$ cat src/rtl/request_encoder.sv
// request_encoder: collects request strobes from N lines into a sticky pending
// register and hands them out one binary index at a time over a valid/ready
// handshake.
//
// Build option: define REQUEST_ENCODER_RR_EN to replace fixed lowest-index
// priority with a round-robin search that starts just above the last accepted
// index. Without the macro no pointer register exists.
module request_encoder #(
    parameter int N = 16,
    parameter int W = 4
) (
    input  logic         clk,
    input  logic         rst,
    input  logic [N-1:0] req_i,
    input  logic         clr_i,
    output logic [W-1:0] code_o,
    output logic         valid_o,
    input  logic         ready_i,
    output logic [N-1:0] pending_o,
    output logic         overflow_o
);

    typedef enum logic {
        IDLE    = 1'b0,
        PRESENT = 1'b1
    } state_t;

    localparam logic [N-1:0] ONE_HOT_ZERO = {{(N-1){1'b0}}, 1'b1};

    state_t       state;
    state_t       state_nxt;
    logic [W-1:0] code_nxt;
    logic         accept;
    logic [N-1:0] acc_mask;
    logic [N-1:0] pending_nxt;
    logic         dup_hit;
    logic         overflow_nxt;
    logic [W-1:0] sel_code;

    // Lowest set bit wins; x = 0 gives 0, but that result is never used.
    function automatic logic [W-1:0] select_fixed(input logic [N-1:0] x);
        logic [W-1:0] res;
        res = '0;
        for (int i = N - 1; i >= 0; i--) begin
            if (x[i]) res = W'(i);
        end
        return res;
    endfunction

    // First set bit at or above start, wrapping from N-1 back to 0. The W-bit
    // index arithmetic wraps modulo N because N is a power of two.
    function automatic logic [W-1:0] select_rr(input logic [N-1:0] x,
                                               input logic [W-1:0] start);
        logic [W-1:0] res;
        logic [W-1:0] idx;
        logic         found;
        res   = '0;
        found = 1'b0;
        for (int i = 0; i < N; i++) begin
            idx = start + W'(i);
            if (!found && x[idx]) begin
                res   = idx;
                found = 1'b1;
            end
        end
        return res;
    endfunction

    // The presented index is accepted when both sides agree at the edge; the
    // accepted line is cleared unless a new strobe on it arrives at once.
    assign valid_o      = (state == PRESENT);
    assign accept       = valid_o & ready_i;
    assign acc_mask     = accept ? (ONE_HOT_ZERO << code_o) : '0;
    assign pending_nxt  = clr_i ? '0 : ((pending_o & ~acc_mask) | req_i);
    assign dup_hit      = |(req_i & pending_o & ~acc_mask);
    assign overflow_nxt = clr_i ? 1'b0 : (overflow_o | dup_hit);

`ifdef REQUEST_ENCODER_RR_EN
    logic [W-1:0] ptr;
    logic [W-1:0] ptr_nxt;

    // The search for the next code already uses the pointer advanced by this
    // cycle's accept, so held requests alternate instead of repeating.
    assign ptr_nxt  = clr_i ? '0 : (accept ? code_o + W'(1) : ptr);
    assign sel_code = select_rr(pending_nxt, ptr_nxt);

    // Round-robin pointer register.
    always_ff @(posedge clk or posedge rst) begin
        if (rst) ptr <= '0;
        else     ptr <= ptr_nxt;
    end
`else
    assign sel_code = select_fixed(pending_nxt);
`endif

    // Next-state and next-code decode for the handshake FSM.
    always_comb begin
        // NOTE: every output of this block gets a default first, so no path
        // leaves a variable unassigned and no latch is inferred.
        state_nxt = state;
        code_nxt  = code_o;
        if (clr_i) begin
            // Flush wins over everything; the last code stays visible.
            state_nxt = IDLE;
        end else begin
            unique case (state)
                IDLE: begin
                    if (pending_nxt != '0) begin
                        code_nxt  = sel_code;
                        state_nxt = PRESENT;
                    end
                end
                PRESENT: begin
                    // Hold the code until it is taken, even if a
                    // higher-priority line shows up meanwhile.
                    if (accept) begin
                        if (pending_nxt != '0) code_nxt  = sel_code;
                        else                   state_nxt = IDLE;
                    end
                end
                default: state_nxt = IDLE;
            endcase
        end
    end

    // Registered state: FSM, presented code, pending lines and overflow flag.
    always_ff @(posedge clk or posedge rst) begin
        // NOTE: sequential state uses non-blocking assignments so every
        // register samples the pre-edge values regardless of statement order.
        if (rst) begin
            state      <= IDLE;
            code_o     <= '0;
            pending_o  <= '0;
            overflow_o <= 1'b0;
        end else begin
            state      <= state_nxt;
            code_o     <= code_nxt;
            pending_o  <= pending_nxt;
            overflow_o <= overflow_nxt;
        end
    end

endmodule

$ cat config.mk
export PLATFORM = sky130hd
export DESIGN_NAME = request_encoder
export DESIGN_NICKNAME = d
export VERILOG_FILES = /design/src/rtl/request_encoder.sv
export SDC_FILE = /design/constraint.sdc
export NUM_CORES = 1
export LEC_CHECK = 0
export BUFFER_PORTS_ARGS = -buffer_cell sky130_fd_sc_hd__clkbuf_2
export CORE_MARGIN = 4
export CORE_UTILIZATION = 45
export CTS_CLUSTER_DIAMETER = 150
export DETAILED_ROUTE_END_ITERATION = 8
export GPL_TIMING_DRIVEN = 0
export PLACE_DENSITY_LB_ADDON = 0.2
export SETUP_SLACK_MARGIN = 0.1
export SKIP_CTS_REPAIR_TIMING = 1
export SLEW_MARGIN = 20
export SYNTH_ARGS = -nofsm -noshare
export SYNTH_HDL_FRONTEND = slang
export SYNTH_SLANG_ARGS = --single-unit
$ cat constraint.sdc
create_clock -name clk -period 2.3 [get_ports clk]
set_clock_uncertainty 0.05 [all_clocks]
set_input_delay 0.23 -clock clk [delete_from_list [all_inputs] [get_ports clk]]
set_output_delay 0.23 -clock clk [all_outputs]
set_load 0.005 [all_outputs]
==> impl_metrics.py, run 1 <==
metrics = {
    "sta": {
        "fin_crit_share_pct": 108,
        "worst_slack_ns": -0.184,
        "finalSetupViolCount": 3,
        "fmaxAchievable_mhz": 403,
        "fin_crit_ns": 2.48,
        "unrepaired_setup_endpoints_after_global_routing": "true",
        "final_max_slew_viol_count": 0,
        "timing.max_slew.rel_slack_pct": 41.7,
        "finalHoldViolCount": 0,
        "pin_slew_with_the_least_headroom_to_its_limit_ns": 0.873,
    },
    "floorplan": {
        "die_area_um2": 4290,
        "fp.coreArea_um2": 3100,
        "die_y_um": 65.5,
        "placementRows": 20,
        "pin_count": 42,
        "dieWidth_um": 65.5,
        "initial_core_util_pct": 47.9,
    },
    "clock_tree": {
        "clock-sinks": 22,
        "clk_path_buf_depth": 2,
        "clock_tree.root_cell": "clkbuf_4",
        "clk_pin_slew_ns": 0.13,
        "htree_levels": 1,
        "clock_latency_ns": 0.32,
        "clock_tree_from_tritoncts": "yes",
        "cts_buffers": 3,
    },
    "drt": {
        "routed_wire_length_per_instance_um": 17.3,
        "totalWireLength_um": 4560,
        "routed-wl-met2_um": 2250,
        "vias": 1591,
        "routed.top_layer": "met4",
        "post_drt_via_cell_ratio": 6.03,
        "drt_pre_antenna_iters": 4,
        "drt.antenna.violating_nets": 0,
        "first_iter_violations": 114,
        "routedLengthMet1_um": 2010,
        "drc": 0,
        "met3WireLength_um": 251,
    },
    "placement": {
        "place.detailed.hpwl_um": 3350,
        "number_of_i_o_port_buffers": 41,
        "dp_slack_ns": -0.247,
        "gpl.final_weighted_congestion": 0.881,
        "placed_cell_area_um2": 1750,
    },
    "synth": {
        "avgSynthCellArea_um2": 8.80,
        "post_synth_net_total": 189,
        "synth_edf_count": 0,
        "yosysWarnings": 0,
        "netlist.top_cell.by_area": "dfrtp_1",
        "ys_seq_elements": 22,
        "synth_most_common_cell": "dfrtp_1",
        "synth_seq_area_share_pct": 37.0,
        "synth_cell_area_um2": 1490,
        "synth_area_leaders": "dfrtp_1 37%, nor2_1 4.8%, nand2_1 3.8%, a211oi_1 3.5%, o31a_1 2.9%",
        "yosysUniqueCellTypes": 52,
        "postSynthCellCount": 169,
        "synth.top_cells.by_count": "22 x dfrtp_1, 19 x nor2_1, 15 x nand2_1",
        "synthDominantCellAreaShare_pct": 37.0,
        "synth_async_sr_flop_share_pct": 100,
        "yosys_most_used_dff": "dfrtp_1",
    },
    "cells_and_area": {
        "areaGrowthSynthToFinish_pct": 27.7,
        "design_area_um2": 1900,
        "fin_nets": 242,
        "drive_above_1_share_pct": 33.6,
        "diodes": 0,
    },
    "grt": {
        "global_route.usage.total_pct": 22.5,
        "grt_pass1_vias": 1543,
        "wire_length_of_the_first_global_routing_pass_um": 7450,
        "antenna_violations_before_repair": 0,
        "overflow": 0,
        "maximum_number_of_pins_on_one_net_before_global_route_repair": 23,
    },
    "worst_setup_path": {
        "crit_slowest_cell": "dfrtp_2",
        "worst-r2r-setup-slack_ns": -0.18,
        "worst-endpoint-arrival_ns": 2.64,
        "worst_setup_path_class": "reg2reg",
        "cp_data_required_time_ns": 2.46,
        "startpoint_type": "flop",
        "worstPathCellList": "buf_6 > nand4b_4 > o31a_1 > nor4_4 > nand4bb_1 > o31a_1 > mux2_4",
        "timing.critical_path.from": "code_o[0]$_DFFE_PP0P_",
        "worst_r2r_startpoint": "code_o[0]$_DFFE_PP0P_",
        "peak_fanout_along_the_critical_path": 6,
        "critical_path.most_common_cell": "o31a_1",
        "worst_setup_path_end_kind": "flop",
        "worst_path_largest_cell_delay_ns": 0.44,
        "r2r.worst_path.cells": 7,
        "regToRegEndpoint": "code_o[1]$_DFFE_PP0P_",
        "endpoint": "code_o[1]$_DFFE_PP0P_",
    },
    "power_and_ir_drop": {
        "power.leakage_nw": 0.856,
        "ir_drop_mv": 0.277,
        "power_density_nw_per_um2": 518,
    },
    "worst_hold_path": {
        "worst_hold_path_type": "in2async",
    },
    "run_status": {
        "result_of_the_run": "finished with violations",
        "failed_checks": "setup timing",
    },
    "run": {
        "maxCapViolCount": 0,
    },
}
==> layout by cell type (no fill, tap or decap), types with 3 or more instances in the layout <==
cell type / netlist / routed
a211oi_1: 7 / 6
a21oi_1: 6 / 6
a311oi_1: 4 / 3
a31oi_1: 4 / 4
a32oi_1: 3 / 3
buf_4: 0 / 7
clkbuf_2: 0 / 43
clkbuf_4: 0 / 3
dfrtp_1: 22 / 19
dfrtp_2: 0 / 3
inv_1: 9 / 9
nand2_1: 15 / 15
nand3_1: 5 / 5
nand4_1: 3 / 3
nor2_1: 19 / 19
nor3_1: 6 / 5
nor4_1: 3 / 3
o211ai_1: 4 / 4
o21ba_1: 3 / 3
o31a_1: 5 / 5
==> layout make-up <==
cell class	instances	area, um^2
inverter	9	33.8
sequential	22	554
clock buffer	3	22.5
timing repair buffer	48	262
fill	299	1200
buffer	7	41.3
tap	44	55.1
multi-input combinational	131	930
==> cells by family (layout without fill, tap and decap cells) <==
kind of cell / Yosys count / in the layout / share of synthesized area, %
simple gates: 74 / 74 / 27.9
mux: 3 / 3 / 2.36
flops: 22 / 22 / 37.0
buf+inv: 16 / 67 / 4.29
compound gates: 54 / 54 / 28.5
==> worst max-delay path: cells and delay by family, from the launching register on <==
kind                   cells  cell delay [ns]
buffers and inverters      1             0.14
DFF                        1             0.44
AOI/OAI and AO/OA          2             0.77
and+or+nand+nor            3             0.67
muxes                      1             0.31
==> worst min path at each step <==
stage / startpoint / endpoint / slack (ns)
floorplan: rst / code_o[0]$_DFFE_PP0P_ / 0.17
finish: rst / code_o[2]$_DFFE_PP0P_ / 0.0005
global route: rst / pending_o[8]$_DFF_PP0_ / 0.07
detailed placement: rst / code_o[2]$_DFFE_PP0P_ / 0.39
global placement: rst / code_o[2]$_DFFE_PP0P_ / 0.37
CTS: rst / code_o[2]$_DFFE_PP0P_ / 0.03
==> metrics by stage <==
step                cells  power (mW)  hold slack (ns)  TNS, ns  util [%]
global route          264        1.05           0.0726   -0.602      61.2
floorplan             169       0.640            0.169        0         -
CTS                   257       0.940           0.0331   -0.604      57.0
detailed placement    254       0.758            0.385   -0.445      56.3
finish                264       0.983         0.000484   -0.397      61.2
global placement      254       0.751            0.374   -0.475      56.3
==> power breakdown <==
group | total, mW | internal [mW] | switching, mW
combinational | 0.351 | 0.149 | 0.202
sequential | 0.447 | 0.418 | 0.0284
clock | 0.185 | 0.0613 | 0.124
==> layer usage <==
metal | vias up | track usage [%]
met5 | - | 0
met4 | 0 | 8.29
met3 | 6 | 3.08
met2 | 55 | 36.5
met1 | 766 | 30.4
li1 | 764 | -
==> registers in the layout, summed over array words and instances, names as in the netlist <==
signal and cells:
code_o 4, pending_o 16, valid_o 1, overflow_o 1
Note: power is estimated with default switching activity, not from simulation.
==> run 2, diff against run 1 <==
--- a/config.mk
+++ b/config.mk
@@ -6,7 +6,7 @@
 export NUM_CORES = 1
 export LEC_CHECK = 0
 export BUFFER_PORTS_ARGS = -buffer_cell sky130_fd_sc_hd__clkbuf_2
-export CORE_MARGIN = 4
+export CORE_MARGIN = 2
 export CORE_UTILIZATION = 45
 export CTS_CLUSTER_DIAMETER = 150
 export DETAILED_ROUTE_END_ITERATION = 8
@@ -18,3 +18,4 @@
 export SYNTH_ARGS = -nofsm -noshare
 export SYNTH_HDL_FRONTEND = slang
 export SYNTH_SLANG_ARGS = --single-unit
+export TNS_END_PERCENT = 20
==> run 2 against run 1 <==
The flow still finishes with violations (setup timing); via count rose by 2.1%; power rose by 1.7%; maximum frequency rose by 2.5%; combinational power rose by 4%; register-to-register slack improved by 0.06 ns; sequential share of layout area fell by 0.62 points; hold slack improved by 0.013 ns; non-clock buffer count did not move; utilization rose by 1.3 points; count of clock-buffer cells in the layout did not move; global-route usage rose by 1.8 points; largest power group unchanged; sequential cell count did not move.
==> impl_metrics.py, run 2 (synthesized netlist as in run 1, its figures left out) <==
metrics = {
    "worst_setup_path": {
        "cp_data_required_time_ns": 2.46,
        "worst_setup_path_class": "reg2reg",
        "worst_setup_path_end_kind": "flop",
        "r2r.worst_path.cells": 6,
        "peak_fanout_along_the_critical_path": 8,
        "startpoint_type": "flop",
        "worst_r2r_startpoint": "code_o[0]$_DFFE_PP0P_",
        "number_of_buffer_and_inverter_instances_along_the_worst_setup_path": 0,
        "worst_path_largest_cell_delay_ns": 0.49,
        "worst_path_dominant_cell_family": "simple AND/OR/NAND/NOR gates",
        "crit_slowest_cell": "dfrtp_2",
        "regToRegEndpoint": "code_o[1]$_DFFE_PP0P_",
        "worstPathCellList": "and4bb_4 > a311oi_4 > nor4_4 > nand4bb_1 > o31a_1 > mux2_4",
        "worst-r2r-setup-slack_ns": -0.12,
        "worst-endpoint-arrival_ns": 2.59,
    },
    "floorplan": {
        "fp.coreArea_um2": 3100,
        "die_area_um2": 3780,
        "dieWidth_um": 61.5,
        "pin_count": 42,
        "initial_core_util_pct": 47.9,
        "die_y_um": 61.5,
        "placementRows": 20,
    },
    "placement": {
        "placed_cell_area_um2": 1750,
        "dp_slack_ns": -0.264,
        "placed_cells_incl_taps": 254,
        "place.detailed.hpwl_um": 3260,
        "number_of_i_o_port_buffers": 41,
        "gpl.final_weighted_congestion": 0.926,
    },
    "sta": {
        "unrepaired_setup_endpoints_after_global_routing": "true",
        "fin_crit_share_pct": 105,
        "final_max_slew_viol_count": 0,
        "fmaxAchievable_mhz": 413,
        "finalSetupViolCount": 2,
        "timing.max_slew.rel_slack_pct": 40.9,
        "worst_slack_ns": -0.124,
        "hold_slack_ns": 0.0133,
        "finalHoldViolCount": 0,
        "pin_slew_with_the_least_headroom_to_its_limit_ns": 0.885,
        "fin_crit_ns": 2.42,
    },
    "grt": {
        "maximum_number_of_pins_on_one_net_before_global_route_repair": 23,
        "overflow": 0,
        "global_route.usage.total_pct": 24.3,
        "grt_pass1_vias": 1383,
        "wire_length_of_the_first_global_routing_pass_um": 6730,
        "antenna_violations_before_repair": 0,
    },
    "run_status": {
        "failed_checks": "setup timing",
        "result_of_the_run": "finished with violations",
    },
    "drt": {
        "totalWireLength_um": 4630,
        "routed_wire_length_per_instance_um": 17.5,
        "post_drt_via_cell_ratio": 6.16,
        "vias": 1625,
        "first_iter_violations": 143,
        "drt_pre_antenna_iters": 4,
        "drt.antenna.violating_nets": 0,
        "drc": 0,
    },
    "run": {
        "maxCapViolCount": 0,
    },
    "cells_and_area": {
        "top_register": "pending_o",
        "diodes": 0,
        "commonest_cells_after_routing_fill_and_taps_aside": "42 x clkbuf_2, 19 x dfrtp_1, 18 x nor2_1, 15 x nand2_1",
        "final_common_cell": "clkbuf_2",
        "fin_nets": 242,
        "biggestRegsByFlops": "pending_o x16, code_o x4",
        "fin_cells": 264,
        "largest_register_ff_count": 16,
        "design_area_um2": 1940,
        "drive_above_1_share_pct": 35.9,
        "areaGrowthSynthToFinish_pct": 30.5,
    },
    "clock_tree": {
        "htree_levels": 1,
        "clock_latency_ns": 0.31,
        "clk_path_buf_depth": 2,
        "clock_tree_from_tritoncts": "yes",
        "cts_buffers": 3,
        "clock_tree.root_cell": "clkbuf_4",
        "clk_pin_slew_ns": 0.13,
        "clock-sinks": 22,
    },
    "power_and_ir_drop": {
        "power_uw": 1000,
        "power.leakage_nw": 0.863,
        "power_density_nw_per_um2": 515,
        "ir_drop_mv": 0.264,
    },
    "worst_hold_path": {
        "worst_hold_path_type": "in2async",
    },
}
[run 2: power by group]
group	switching, mW	internal [mW]
Clock	0.125	0.0613
Combinational	0.210	0.154
Sequential	0.0309	0.418
Total	0.366	0.633
[run 2: how the worst max path moves through the flow]
stage                            end  cells after the start  slack, ns                  start
6_report       code_o[1]$_DFFE_PP0P_                      6      -0.12  code_o[0]$_DFFE_PP0P_
3_3_place_gp   code_o[1]$_DFFE_PP0P_                      7      -0.25  code_o[2]$_DFFE_PP0P_
2_1_floorplan  code_o[1]$_DFFE_PP0P_                      7       0.12  code_o[2]$_DFFE_PP0P_
4_1_cts        code_o[1]$_DFFE_PP0P_                      7      -0.28  code_o[2]$_DFFE_PP0P_
5_1_grt        code_o[1]$_DFFE_PP0P_                      8      -0.17  code_o[3]$_DFFE_PP0P_
3_5_place_dp   code_o[1]$_DFFE_PP0P_                      7      -0.26  code_o[2]$_DFFE_PP0P_
[run 2: metrics by stage]
stage	TNS, ns	utilization [%]
4_1_cts	-0.551	57.0
3_5_place_dp	-0.500	56.3
5_1_grt	-0.260	62.5
3_3_place_gp	-0.472	56.3
6_report	-0.127	62.5
2_1_floorplan	0	-
[run 2: metal layers]
| metal | track usage, % | vias to the layer above | part of all wire, % |
|---|---|---|---|
| met5 | 0 | - | 0 |
| met2 | 39.2 | 89 | 50 |
| met1 | 34.1 | 774 | 41 |
| met4 | 6.69 | 0 | 0.99 |
| met3 | 3.36 | 6 | 8.0 |
| li1 | - | 756 | - |
[run 2: area by class of cell]
class / count / area (um^2)
clock buffers: 3 / 22.5
inverters: 9 / 33.8
multi-input cells: 131 / 975
repair buffers: 48 / 258
fillers: 296 / 1160
well taps: 44 / 55.1
flip-flops and latches: 22 / 554
plain buffers: 7 / 41.3
==> run 3, diff against run 2 <==
--- a/config.mk
+++ b/config.mk
@@ -5,7 +5,9 @@
 export SDC_FILE = /design/constraint.sdc
 export NUM_CORES = 1
 export LEC_CHECK = 0
+export ABC_AREA = 1
 export BUFFER_PORTS_ARGS = -buffer_cell sky130_fd_sc_hd__clkbuf_2
+export CORE_ASPECT_RATIO = 1.25
 export CORE_MARGIN = 2
 export CORE_UTILIZATION = 45
 export CTS_CLUSTER_DIAMETER = 150
==> run 3 against run 2 <==
Count of clock-buffer cells in the layout up 1; maximum frequency up 11%; utilization down 0.25 points; die area down 9.7%; first-iteration DRC count down 76%; the run ends with hold timing left; critical endpoint unchanged; register-to-register slack better by 0.24 ns; power down 6.6%.
==> impl_metrics.py, run 3 <==
metrics = {
    "sta": {
        "worst_slack_ns": 0.119,
        "final_max_slew_viol_count": 0,
        "hold_slack_ns": -0.00549,
        "timing.max_slew.rel_slack_pct": 43.9,
        "fin_crit_ns": 2.18,
        "setup_tns_ns": 0,
        "finalSetupViolCount": 0,
        "fin_crit_share_pct": 94.8,
        "finalHoldViolCount": 15,
        "unrepaired_setup_endpoints_after_global_routing": "true",
        "fmaxAchievable_mhz": 459,
        "pin_slew_with_the_least_headroom_to_its_limit_ns": 0.841,
    },
    "synth": {
        "synth_edf_count": 0,
        "avgSynthCellArea_um2": 7.40,
        "yosysWarnings": 0,
        "postSynthCellCount": 180,
        "synth_most_common_cell": "nand2_1",
        "yosysUniqueCellTypes": 30,
        "synth_cell_area_um2": 1330,
        "synth_area_leaders": "dfrtp_1 41%, nand2_1 11%, inv_1 9.0%, nor2_1 4.2%, o21ai_2 3.9%",
        "netlist.top_cell.by_area": "dfrtp_1",
        "yosys_most_used_dff": "dfrtp_1",
        "synth_seq_area_share_pct": 41.4,
        "ys_seq_elements": 22,
        "synth.top_cells.by_count": "39 x nand2_1, 32 x inv_1, 22 x dfrtp_1",
        "post_synth_net_total": 200,
        "synth_async_sr_flop_share_pct": 100,
        "synthDominantCellAreaShare_pct": 41.4,
    },
    "worst_setup_path": {
        "worst_path_dominant_cell_family": "simple AND/OR/NAND/NOR gates",
        "worst-endpoint-arrival_ns": 2.35,
        "number_of_buffer_and_inverter_instances_along_the_worst_setup_path": 4,
        "worst_path_largest_cell_delay_ns": 0.43,
        "startpoint_type": "flop",
        "worstPathCellList": "nand2_2 > nor2_4 > clkinv_4 > nor2_4 > inv_2 > nand2_2 > a21oi_4 > inv_2 > nand2_2 > inv_2 > nand3_2 > or2_4 > o21ai_4 > nor2_2 > a22o_1",
        "crit_slowest_cell": "dfrtp_1",
        "cp_data_required_time_ns": 2.47,
        "worst_setup_path_class": "reg2reg",
        "worst_setup_path_end_kind": "flop",
        "worst-r2r-setup-slack_ns": 0.12,
        "peak_fanout_along_the_critical_path": 6,
        "critical_path_cell_count": 15,
        "r2r.worst_path.cells": 15,
    },
    "clock_tree": {
        "clk_pin_slew_ns": 0.13,
        "clock_tree_from_tritoncts": "yes",
        "clock_tree.root_cell": "clkbuf_4",
        "htree_levels": 1,
        "clk_path_buf_depth": 2,
        "clock-sinks": 22,
        "cts_buffers": 3,
        "clock_latency_ns": 0.31,
    },
    "drt": {
        "drt_pre_antenna_iters": 4,
        "drt.antenna.violating_nets": 0,
        "post_drt_via_cell_ratio": 4.90,
        "vias": 1328,
        "drc": 0,
        "first_iter_violations": 35,
        "totalWireLength_um": 3190,
        "routed_wire_length_per_instance_um": 11.8,
    },
    "grt": {
        "grt_pass1_vias": 1156,
        "antenna_violations_before_repair": 0,
        "global_route.usage.total_pct": 20.2,
        "overflow": 0,
        "maximum_number_of_pins_on_one_net_before_global_route_repair": 23,
        "wire_length_of_the_first_global_routing_pass_um": 5080,
    },
    "cells_and_area": {
        "largest_register_ff_count": 16,
        "drive_above_1_share_pct": 45.5,
        "final_core_util_pct": 62.3,
        "biggestRegsByFlops": "pending_o x16, code_o x4",
        "top_register": "pending_o",
        "diodes": 0,
        "areaGrowthSynthToFinish_pct": 35.2,
        "fin_cells": 271,
        "commonest_cells_after_routing_fill_and_taps_aside": "41 x clkbuf_2, 36 x nand2_1, 31 x inv_1, 19 x dfrtp_1, 11 x nor2_1",
        "final_common_cell": "clkbuf_2",
        "fin_nets": 256,
    },
    "power_and_ir_drop": {
        "power.leakage_nw": 0.961,
        "power_density_nw_per_um2": 519,
        "ir_drop_mv": 0.323,
    },
    "run_status": {
        "failed_checks": "hold timing",
        "result_of_the_run": "finished with violations",
    },
    "floorplan": {
        "pin_count": 42,
        "initial_core_util_pct": 46.1,
        "dieWidth_um": 52.7,
        "placementRows": 22,
        "fp.coreArea_um2": 2890,
        "die_y_um": 64.8,
        "die_area_um2": 3410,
    },
    "placement": {
        "place.detailed.hpwl_um": 2440,
        "dp_slack_ns": 0.117,
        "number_of_i_o_port_buffers": 41,
        "gpl.final_weighted_congestion": 0.816,
        "placed_cells_incl_taps": 257,
    },
    "worst_hold_path": {
        "worst_hold_path_type": "in2async",
    },
    "run": {
        "maxCapViolCount": 0,
    },
}
[run 3: path summary, 6_finish.rpt]
kind,start,endpoint
min,rst,pending_o[8]$_DFF_PP0_
max,valid_o$_DFF_PP0_,code_o[1]$_DFFE_PP0P_
max reg2reg,valid_o$_DFF_PP0_,code_o[1]$_DFFE_PP0P_
max in group asynchronous,rst,code_o[3]$_DFFE_PP0P_
min in group clk,clr_i,pending_o[3]$_DFF_PP0_
min reg2reg,overflow_o$_DFF_PP0_,overflow_o$_DFF_PP0_
[run 3: metrics by stage]
stage          cell area [um^2]  power (mW)
2_1_floorplan              1330       0.590
3_3_place_gp               1580       0.670
3_5_place_dp               1580       0.671
4_1_cts                    1620       0.893
5_1_grt                    1800       0.993
6_report                   1800       0.933
[run 3: where the power goes]
group          switching, mW  internal [mW]  total, mW
Combinational          0.158          0.112      0.270
Sequential            0.0269          0.415      0.442
Clock                  0.125         0.0967      0.221
Total                  0.309          0.624      0.933
[run 3: layout make-up]
cell class              instances  area [um^2]
inverters                      43          166
flip-flops and latches         22          554
clock buffers                   4         36.3
plain buffers                   2         12.5
well taps                      36         45.0
fillers                       293         1090
multi-input cells             113          701
repair buffers                 51          284
[run 3: kinds of logic (layout without fill, tap and decap cells)]
| kind of cell | Yosys count | after routing | synth area share, % |
|---|---|---|---|
| simple gates | 74 | 74 | 25.5 |
| compound gates | 39 | 39 | 20.3 |
| flops | 22 | 22 | 41.4 |
| buf+inv | 45 | 100 | 12.9 |
[run 3: metal layers]
layer | vias up | part of all wire (%) | track usage (%)
met3 | 4 | 3.9 | 3.00
met4 | 0 | 0.85 | 4.81
met2 | 34 | 52 | 33.6
li1 | 686 | - | -
met1 | 604 | 44 | 27.3
met5 | - | 0 | 0
